===== src/rtl/jk_seq_pkg.sv =====
// Shared encodings for the JK flip-flop command sequencer.
package jk_seq_pkg;

    // Command encodings, {j,k}
    typedef enum logic [1:0] {
        CMD_HOLD   = 2'b00,
        CMD_RESET  = 2'b01,
        CMD_SET    = 2'b10,
        CMD_TOGGLE = 2'b11
    } cmd_e;

    // Sequencer FSM states
    typedef enum logic [1:0] {
        ST_IDLE  = 2'b00,
        ST_APPLY = 2'b01,
        ST_CHECK = 2'b10
    } state_e;

    localparam int CMD_W = 2;

    // FIFO entry is {cmd, hold}
    function automatic int entry_w(input int hold_w);
        return CMD_W + hold_w;
    endfunction

endpackage


===== src/rtl/jk_cmd_fifo.sv =====
// Synchronous FIFO with extra-MSB pointers for full/empty discrimination.
module jk_cmd_fifo #(
    parameter int DEPTH = 4,
    parameter int WIDTH = 6
) (
    input  logic             i_clk,
    input  logic             i_rst,
    input  logic             i_push,
    input  logic [WIDTH-1:0] i_wdata,
    input  logic             i_pop,
    output logic [WIDTH-1:0] o_rdata,
    output logic             o_full,
    output logic             o_empty
);
    localparam int AW = $clog2(DEPTH);

    logic [WIDTH-1:0] mem [DEPTH];
    logic [AW:0]      wr_ptr_q;
    logic [AW:0]      rd_ptr_q;
    logic             push_en;
    logic             pop_en;

    // Full when the index bits match but the wrap bits differ
    assign o_empty = (wr_ptr_q == rd_ptr_q);
    assign o_full  = (wr_ptr_q[AW] != rd_ptr_q[AW]) &&
                     (wr_ptr_q[AW-1:0] == rd_ptr_q[AW-1:0]);
    assign push_en = i_push && !o_full;
    assign pop_en  = i_pop && !o_empty;
    assign o_rdata = mem[rd_ptr_q[AW-1:0]];

    // Pointer update; reset flushes the FIFO
    always_ff @(posedge i_clk) begin
        if (i_rst) begin
            wr_ptr_q <= '0;
            rd_ptr_q <= '0;
        end else begin
            if (push_en) wr_ptr_q <= wr_ptr_q + (AW+1)'(1);
            if (pop_en)  rd_ptr_q <= rd_ptr_q + (AW+1)'(1);
        end
    end

    // Storage write; contents need no reset since empty gates reads
    always_ff @(posedge i_clk) begin
        if (push_en) mem[wr_ptr_q[AW-1:0]] <= i_wdata;
    end

endmodule


===== src/rtl/jk_cmd_sequencer.sv =====
// Buffers JK commands, drives o_j/o_k for the requested length, then checks
// the flip-flop output against an expected-state model.
//
// state    | meaning
// ---------+-------------------------------------------------------------
// ST_IDLE  | nothing in flight; pops the FIFO head when one is present
// ST_APPLY | o_j/o_k driven with the command; down-counter runs to zero
// ST_CHECK | one 0/0 cycle; compare i_q, count, pop next or go idle
module jk_cmd_sequencer
    import jk_seq_pkg::*;
#(
    parameter int DEPTH  = 4,
    parameter int HOLD_W = 4
) (
    input  logic              i_clk,
    input  logic              i_rst,
    input  logic              i_cmd_valid,
    input  logic [1:0]        i_cmd,
    input  logic [HOLD_W-1:0] i_cmd_hold,
    output logic              o_cmd_ready,
    output logic              o_j,
    output logic              o_k,
    input  logic              i_q,
    output logic              o_busy,
    output logic              o_err,
    output logic [7:0]        o_done_cnt
);
    localparam int ENTRY_W = entry_w(HOLD_W);

    state_e             state_q;
    state_e             state_d;
    logic [ENTRY_W-1:0] fifo_rdata;
    logic               fifo_full;
    logic               fifo_empty;
    logic               pop_req;
    logic               load;
    logic               enter_check;
    logic               cnt_dec;
    logic               check_done;

    logic [1:0]         head_cmd;
    logic [HOLD_W-1:0]  head_hold;
    logic [HOLD_W-1:0]  head_cnt;
    logic               head_n_odd;

    cmd_e               cmd_q;
    logic [HOLD_W-1:0]  cnt_q;
    logic               n_odd_q;
    logic               exp_q;
    logic               exp_valid_q;

    jk_cmd_fifo #(
        .DEPTH (DEPTH),
        .WIDTH (ENTRY_W)
    ) u_fifo (
        .i_clk   (i_clk),
        .i_rst   (i_rst),
        .i_push  (i_cmd_valid),
        .i_wdata ({i_cmd, i_cmd_hold}),
        .i_pop   (pop_req),
        .o_rdata (fifo_rdata),
        .o_full  (fifo_full),
        .o_empty (fifo_empty)
    );

    // Hold 0 behaves as 1; the counter holds N-1 so terminal count is zero
    assign head_cmd   = fifo_rdata[ENTRY_W-1 -: 2];
    assign head_hold  = fifo_rdata[HOLD_W-1:0];
    assign head_cnt   = (head_hold == '0) ? '0 : head_hold - HOLD_W'(1);
    assign head_n_odd = (head_hold == '0) ? 1'b1 : head_hold[0];

    assign o_cmd_ready = !fifo_full;
    assign o_busy      = (state_q != ST_IDLE) || !fifo_empty;

    // State register
    always_ff @(posedge i_clk) begin
        if (i_rst) state_q <= ST_IDLE;
        else       state_q <= state_d;
    end

    // Next-state and control strobes
    always_comb begin
        state_d     = state_q;
        pop_req     = 1'b0;
        load        = 1'b0;
        enter_check = 1'b0;
        cnt_dec     = 1'b0;
        check_done  = 1'b0;
        case (state_q)
            ST_IDLE: begin
                if (!fifo_empty) begin
                    pop_req = 1'b1;
                    load    = 1'b1;
                    state_d = ST_APPLY;
                end
            end
            ST_APPLY: begin
                if (cnt_q == '0) begin
                    enter_check = 1'b1;
                    state_d     = ST_CHECK;
                end else begin
                    cnt_dec = 1'b1;
                end
            end
            ST_CHECK: begin
                check_done = 1'b1;
                if (!fifo_empty) begin
                    pop_req = 1'b1;
                    load    = 1'b1;
                    state_d = ST_APPLY;
                end else begin
                    state_d = ST_IDLE;
                end
            end
            default: state_d = ST_IDLE;
        endcase
    end

    // Command latch, drive outputs and down-counter
    always_ff @(posedge i_clk) begin
        if (i_rst) begin
            cmd_q   <= CMD_HOLD;
            cnt_q   <= '0;
            n_odd_q <= 1'b0;
            o_j     <= 1'b0;
            o_k     <= 1'b0;
        end else if (load) begin
            cmd_q   <= cmd_e'(head_cmd);
            cnt_q   <= head_cnt;
            n_odd_q <= head_n_odd;
            o_j     <= head_cmd[1];
            o_k     <= head_cmd[0];
        end else if (enter_check) begin
            o_j     <= 1'b0;
            o_k     <= 1'b0;
        end else if (cnt_dec) begin
            cnt_q   <= cnt_q - HOLD_W'(1);
        end
    end

    // Expected flip-flop state, advanced as each command finishes applying
    always_ff @(posedge i_clk) begin
        if (i_rst) begin
            exp_q       <= 1'b0;
            exp_valid_q <= 1'b0;
        end else if (enter_check) begin
            case (cmd_q)
                CMD_SET: begin
                    exp_q       <= 1'b1;
                    exp_valid_q <= 1'b1;
                end
                CMD_RESET: begin
                    exp_q       <= 1'b0;
                    exp_valid_q <= 1'b1;
                end
                CMD_TOGGLE: exp_q <= exp_q ^ n_odd_q;
                default: ;
            endcase
        end
    end

    // Completion count and sticky mismatch flag
    always_ff @(posedge i_clk) begin
        if (i_rst) begin
            o_done_cnt <= '0;
            o_err      <= 1'b0;
        end else if (check_done) begin
            o_done_cnt <= o_done_cnt + 8'd1;
            if (exp_valid_q && (i_q != exp_q)) o_err <= 1'b1;
        end
    end

endmodule


===== config.mk =====
export PLATFORM = sky130hd
export DESIGN_NAME = jk_cmd_sequencer
export DESIGN_NICKNAME = d
export VERILOG_FILES = /design/src/rtl/jk_seq_pkg.sv /design/src/rtl/jk_cmd_fifo.sv /design/src/rtl/jk_cmd_sequencer.sv
export SDC_FILE = /design/constraint.sdc
export NUM_CORES = 1
export LEC_CHECK = 0
export BUFFER_PORTS_ARGS = -buffer_cell sky130_fd_sc_hd__buf_2
export CAP_MARGIN = 10
export CORE_AREA = 2 2 72 81
export DETAILED_ROUTE_END_ITERATION = 12
export DIE_AREA = 0 0 74 83
export PLACE_DENSITY_LB_ADDON = 0.12
export SYNTH_ARGS = -nofsm -noshare
export SYNTH_HDL_FRONTEND = slang
export SYNTH_SLANG_ARGS = --single-unit

===== constraint.sdc =====
create_clock -name i_clk -period 1.5 [get_ports i_clk]
set_input_delay 0 -clock i_clk [delete_from_list [all_inputs] [get_ports i_clk]]
set_output_delay 0 -clock i_clk [all_outputs]
set_load 0.05 [all_outputs]

Word level (Yosys, flattened, before mapping):

Memories as Yosys holds them, arrays and structs flattened. A register that Yosys moved wholly into a read port is not among the register bits.
Cells that the tools add are included.

* add/subtract/negate cells: 5
* equality and inequality tests: 12
* muxes and demuxes: 24
* bitwise logic cells: 1
* reduce and logical (&&, ||, !) cells: 21

Operators with widths (number)
* 4-bit 2-to-1 mux: 4
* 1-bit 2-to-1 mux: 14
* 2-bit AND reduction: 5
* 8-bit by 1-bit adder with 8-bit output (second input constant): 1
* 4-bit logical NOT: 2
* 2-bit 2-to-1 mux: 4
* 4-bit by 1-bit subtractor with 4-bit output (second input constant): 2
* 3-bit by 1-bit adder with 3-bit output (second input constant): 2
* 2-bit == test (second input constant): 3
* 2-bit one-hot mux with 3 select lines: 1
* 2-bit nonzero test: 3
* 2-bit by 1-bit == test with 1-bit output (second input constant): 2
* 1-bit logical AND: 4
* 2-bit != test (second input constant): 2
* 2-bit OR reduction: 2
* 3-bit == test: 1
* 1-bit one-hot mux with 3 select lines: 1
* 3-bit nonzero test: 1
* 2-bit == test: 1
* 1-bit logical NOT: 2
* 2-bit logical NOT: 1
* 1-bit != test: 2
* 2-bit by 1-bit != test with 1-bit output (second input constant): 1
* 1-bit logical OR: 1
* 1-bit XOR: 1

* flip-flop bits (word level): 28
* bits in writable memories: 24
* output and inout port bits: 13
* logic and storage cells: 76
* memories: 1

Memory list
* u_fifo.mem: depth 4, width 6, read ports 1, clocked after memory_dff 1, write ports 1, line jk_cmd_fifo.sv:17 `logic [WIDTH-1:0] mem [DEPTH];`

Depth between registers and ports, before layout:

* depth in word-level cells: 6
* mapped depth: 6

By module:

From an unflattened synthesis, not the netlist that was laid out.

* cells, all modules: 231
* area, all modules: 2565.0 um2

By module, submodules not included
* jk_cmd_fifo: times used 1, cells an instance 99, area an instance 1442.6 um2, seq. area each 880.8 um2
* jk_cmd_sequencer: times used 1, cells an instance 132, area an instance 1122.3 um2, seq. area each 440.4 um2

Least setup slack after synthesis:

No wires, ideal clock.

* path type: reg2reg
* start point: register (tool-made name)
* end point: register cnt_q[2]
* library setup time: 0.133 ns
* arrival: 1.450 ns
* required time: 1.367 ns
* slack: -0.083 ns
* cell stages (with the launch flop): 6
* clock period less this slack: 1.583 ns
* cells stage by stage: dfxtp_1 -> buf_6 -> mux4_2 -> o21a_1 -> a311oi_1 -> a211oi_1

RTL lines
* end signal: assignment: line jk_cmd_sequencer.sv:129 `cnt_q <= head_cnt;`
* end signal: assignment: line jk_cmd_sequencer.sv:137 `cnt_q <= cnt_q - HOLD_W'(1);`
* end: declaration: line jk_cmd_sequencer.sv:47 `logic [HOLD_W-1:0] cnt_q;`

==> impl_results.md <==
- Critical Path End Type: flip-flop
- Fin nets: 264
- Pre-antenna DRT Iters: 4
- Seq/Total Area, Yosys: 0.563
- Die area: 0.00614 sq mm
- Total gr overflow: 0
- Synth Register Bits: 54
- Vias in the first global route: 1,599
- Routed len/inst: 13.7 um
- Gpl congestion: 0.802
- Hold violation count in the final report: 0
- Num CTS Buffers: 5
- Die H: 83 um
- RSZ-0062 raised after global routing: true
- Skew-Pair Late Insertion Delay: 0.30 ns
- Critical path's top delay family: multiplexers
- CP startpoint kind: flip-flop
- Post-Syn Area per Cell: 12.0 sq um
- Final setup margin: -0.0680 ns
- Worst-path clk slew: 0.10 ns
- Ys async rst share: 0
- Synth top area cells: edfxtp_1 31%, dfxtp_1 26%, ha_1 5.9%, mux4_1 3.4%, xor2_1 3.4%
- FILL cells: 464
- Worst slew pin tran: 0.528 ns
- TritonCTS clock tree: built
- Status: finished, violations left
- Total track usage: 0.155
- Max Cap Viol: 0
- Total number of vias: 1,597
- Crit path DAT: 1.75 ns
- Antenna Violating Nets Remaining: 0
- Post-Syn Area: 0.00235 sq mm
- Yosys top cell area share: 0.307
- Syn-to-layout area delta: 23.0%
- Buffers and inverters on the worst path: 0
- Post-Syn Nets: 217
- CP Max Fanout: 4
- Reg2Reg Depth: 4
- Worst relative slew slack: 0.648
- Ys flop type: dfxtp_1
- Number of synthesized flops with an enable pin: 24
- # diodes: 0
- Crit-path cells: mux4_2 -> o21a_1 -> a311oi_2 -> a211oi_2
- Crit-path slowest cell: mux4_2
- Pleak: 0.00112 uW
- DR vias/cell: 5.01
- Final non-filler cell total: 319
- Chip Width: 74 um
- Top-count cell post-synth: dfxtp_1
- Critical Path Stages: 4
- Clock Skews: 0.00433 ns
- CTS H-Tree Depth: 2
- Initial DRC Count: 67
- Peak VDD IR: 674 uV
- Multi-input logic area: 0.00101 sq mm
- Initial antenna violation count: 0
- Synth unique cells: 42
- Setup tns final: -0.0680 ns
- CTS Root Cell: clkbuf_8
- Final Util: 0.545
- Period utilization: 1.05
- Core area: 0.00529 sq mm
- Final wirelength: 4380 um
- Path category of the worst min-delay check: in -> reg
- Pwr/cell area: 1580 mW/mm^2
- Post-detail-place hpwl: 3220 um
- Share of layout cells above drive strength 1: 0.307
- Synth warn: 0
- Most frequent cells after synthesis: 30 x dfxtp_1, 24 x edfxtp_1, 18 x nor2_1, 13 x a21oi_1
- Cells after DPL: 300
- Largest net degree at the start of global routing: 30
- Violated checks: negative setup slack
- DP Worst Slack: -0.0696 ns
- Ports: 23
- FMAX: 0.638 GHz
- Register area: 0.00133 sq mm
- # rows: 28
- Setup Viol. Count Final: 1
- Max clock buf depth: 2
- Post-route DRC: 0
- Final Max Tran Viols: 0
- Hold depth: 4
- CP peak stage delay: 0.56 ns
- Initial Util: 0.443
- Minimum clock period: 1.57 ns
- Setup CP Type: reg -> reg
- Required time worst endpoint: 1.68 ns
- Yosys top cell by area: edfxtp_1
- PortBufs: 22
- Clock Sinks: 54
- First-pass GRT wire length: 7270 um
- Cells after Synth: 196
==> worst register-to-register path, delay by kind of cell (launching register included) <==
family,cells,cell delay (ns)
mux,1,0.56
compound gates,3,0.49
flops,1,0.39
==> path summary, 6_finish.rpt <==
check | startpoint | end | slack, ns
setup / recovery | flip-flop | cnt_q[2]$_SDFFE_PP0P_ | -0.07
hold / removal | i_q | o_err$_SDFFE_PP0P_ | 0.08
setup reg to reg | flip-flop | cnt_q[2]$_SDFFE_PP0P_ | -0.07
hold reg to reg | o_k$_SDFFE_PP0P_ | o_k$_SDFFE_PP0P_ | 0.48
==> cell usage in the layout, fill, tap and decap left out, drive strengths merged, types with 2 or more instances in the layout <==
| master | instances |
|---|---|
| nand2 | 9 |
| a31oi | 4 |
| o21a | 2 |
| clkbuf | 5 |
| edfxtp | 24 |
| nor2 | 19 |
| nor3 | 3 |
| nand4 | 5 |
| xnor2 | 7 |
| mux2i | 2 |
| ha | 11 |
| nor3b | 2 |
| dfxtp | 30 |
| mux4 | 6 |
| dlygate4sd3 | 6 |
| or3 | 3 |
| and3 | 2 |
| nand3 | 2 |
| inv | 13 |
| a211o | 2 |
| nor2b | 3 |
| buf | 40 |
| o21ai | 4 |
| xor2 | 9 |
| and2 | 4 |
| a21oi | 13 |
| nand2b | 2 |
==> cell families (layout without fill, tap and decap cells) <==
family | count (synthesis) | in the layout | synth area share
compound gates | 34 | 34 | 0.0939
xor+xnor | 16 | 16 | 0.0597
simple gates | 56 | 56 | 0.123
buf+inv | 17 | 65 | 0.0309
flops | 54 | 54 | 0.563
fa+ha+maj | 11 | 11 | 0.0587
mux | 8 | 8 | 0.0709
==> sequential cells by signal, summed over array words and instances, names as in the netlist, named ones only <==
name	count
o_err	1
u_fifo.mem	24
o_k	1
u_fifo.rd_ptr_q	3
n_odd_q	1
exp_q	1
cnt_q	4
cmd_q	2
u_fifo.wr_ptr_q	3
state_q	2
exp_valid_q	1
o_j	1
o_done_cnt	8
==> routing by layer <==
metal,track usage,vias up,wire [um]
met3,0.0364,9,136
met5,0,-,0
li1,-,801,-
met1,0.190,753,1860
met4,0.0579,0,100
met2,0.259,34,2290
==> where the power goes <==
group	internal (uW)	switching [uW]	leakage [uW]
sequential	1760	193	0.000467
combinational	808	973	0.000606
clock	349	488	0.0000506
total	2920	1650	0.00112
==> area by class of cell <==
type,count,area share
Sequential cell,54,0.461
Multi-Input combinational cell,125,0.351
Timing Repair Buffer,46,0.107
Tap cell,75,0.0325
Clock buffer,5,0.0239
Inverter,11,0.0143
Clock inverter,3,0.00997
==> per-stage QoR <==
step	area (sq um)	hold WS [ns]	total power (uW)
after global placement	2620	0.221	3480
after floorplan	2350	0.0989	3090
after CTS	2830	0.0746	4500
after detailed placement	2620	0.231	3530
after global routing	2890	0.112	4880
final	2890	0.0825	4570
==> repair_timing <==
| item | CTS | global route |
|---|---|---|
| setup buffers | 5 | 0 |
| resized for setup | 12 | 12 |
| hold buffers | 6 | 0 |
| endpoints found under the hold margin | 24 | 0 |
| endpoints found under the setup margin | 30 | 42 |
| pin swaps | 3 | 7 |
(Power assumes the default switching activity.)
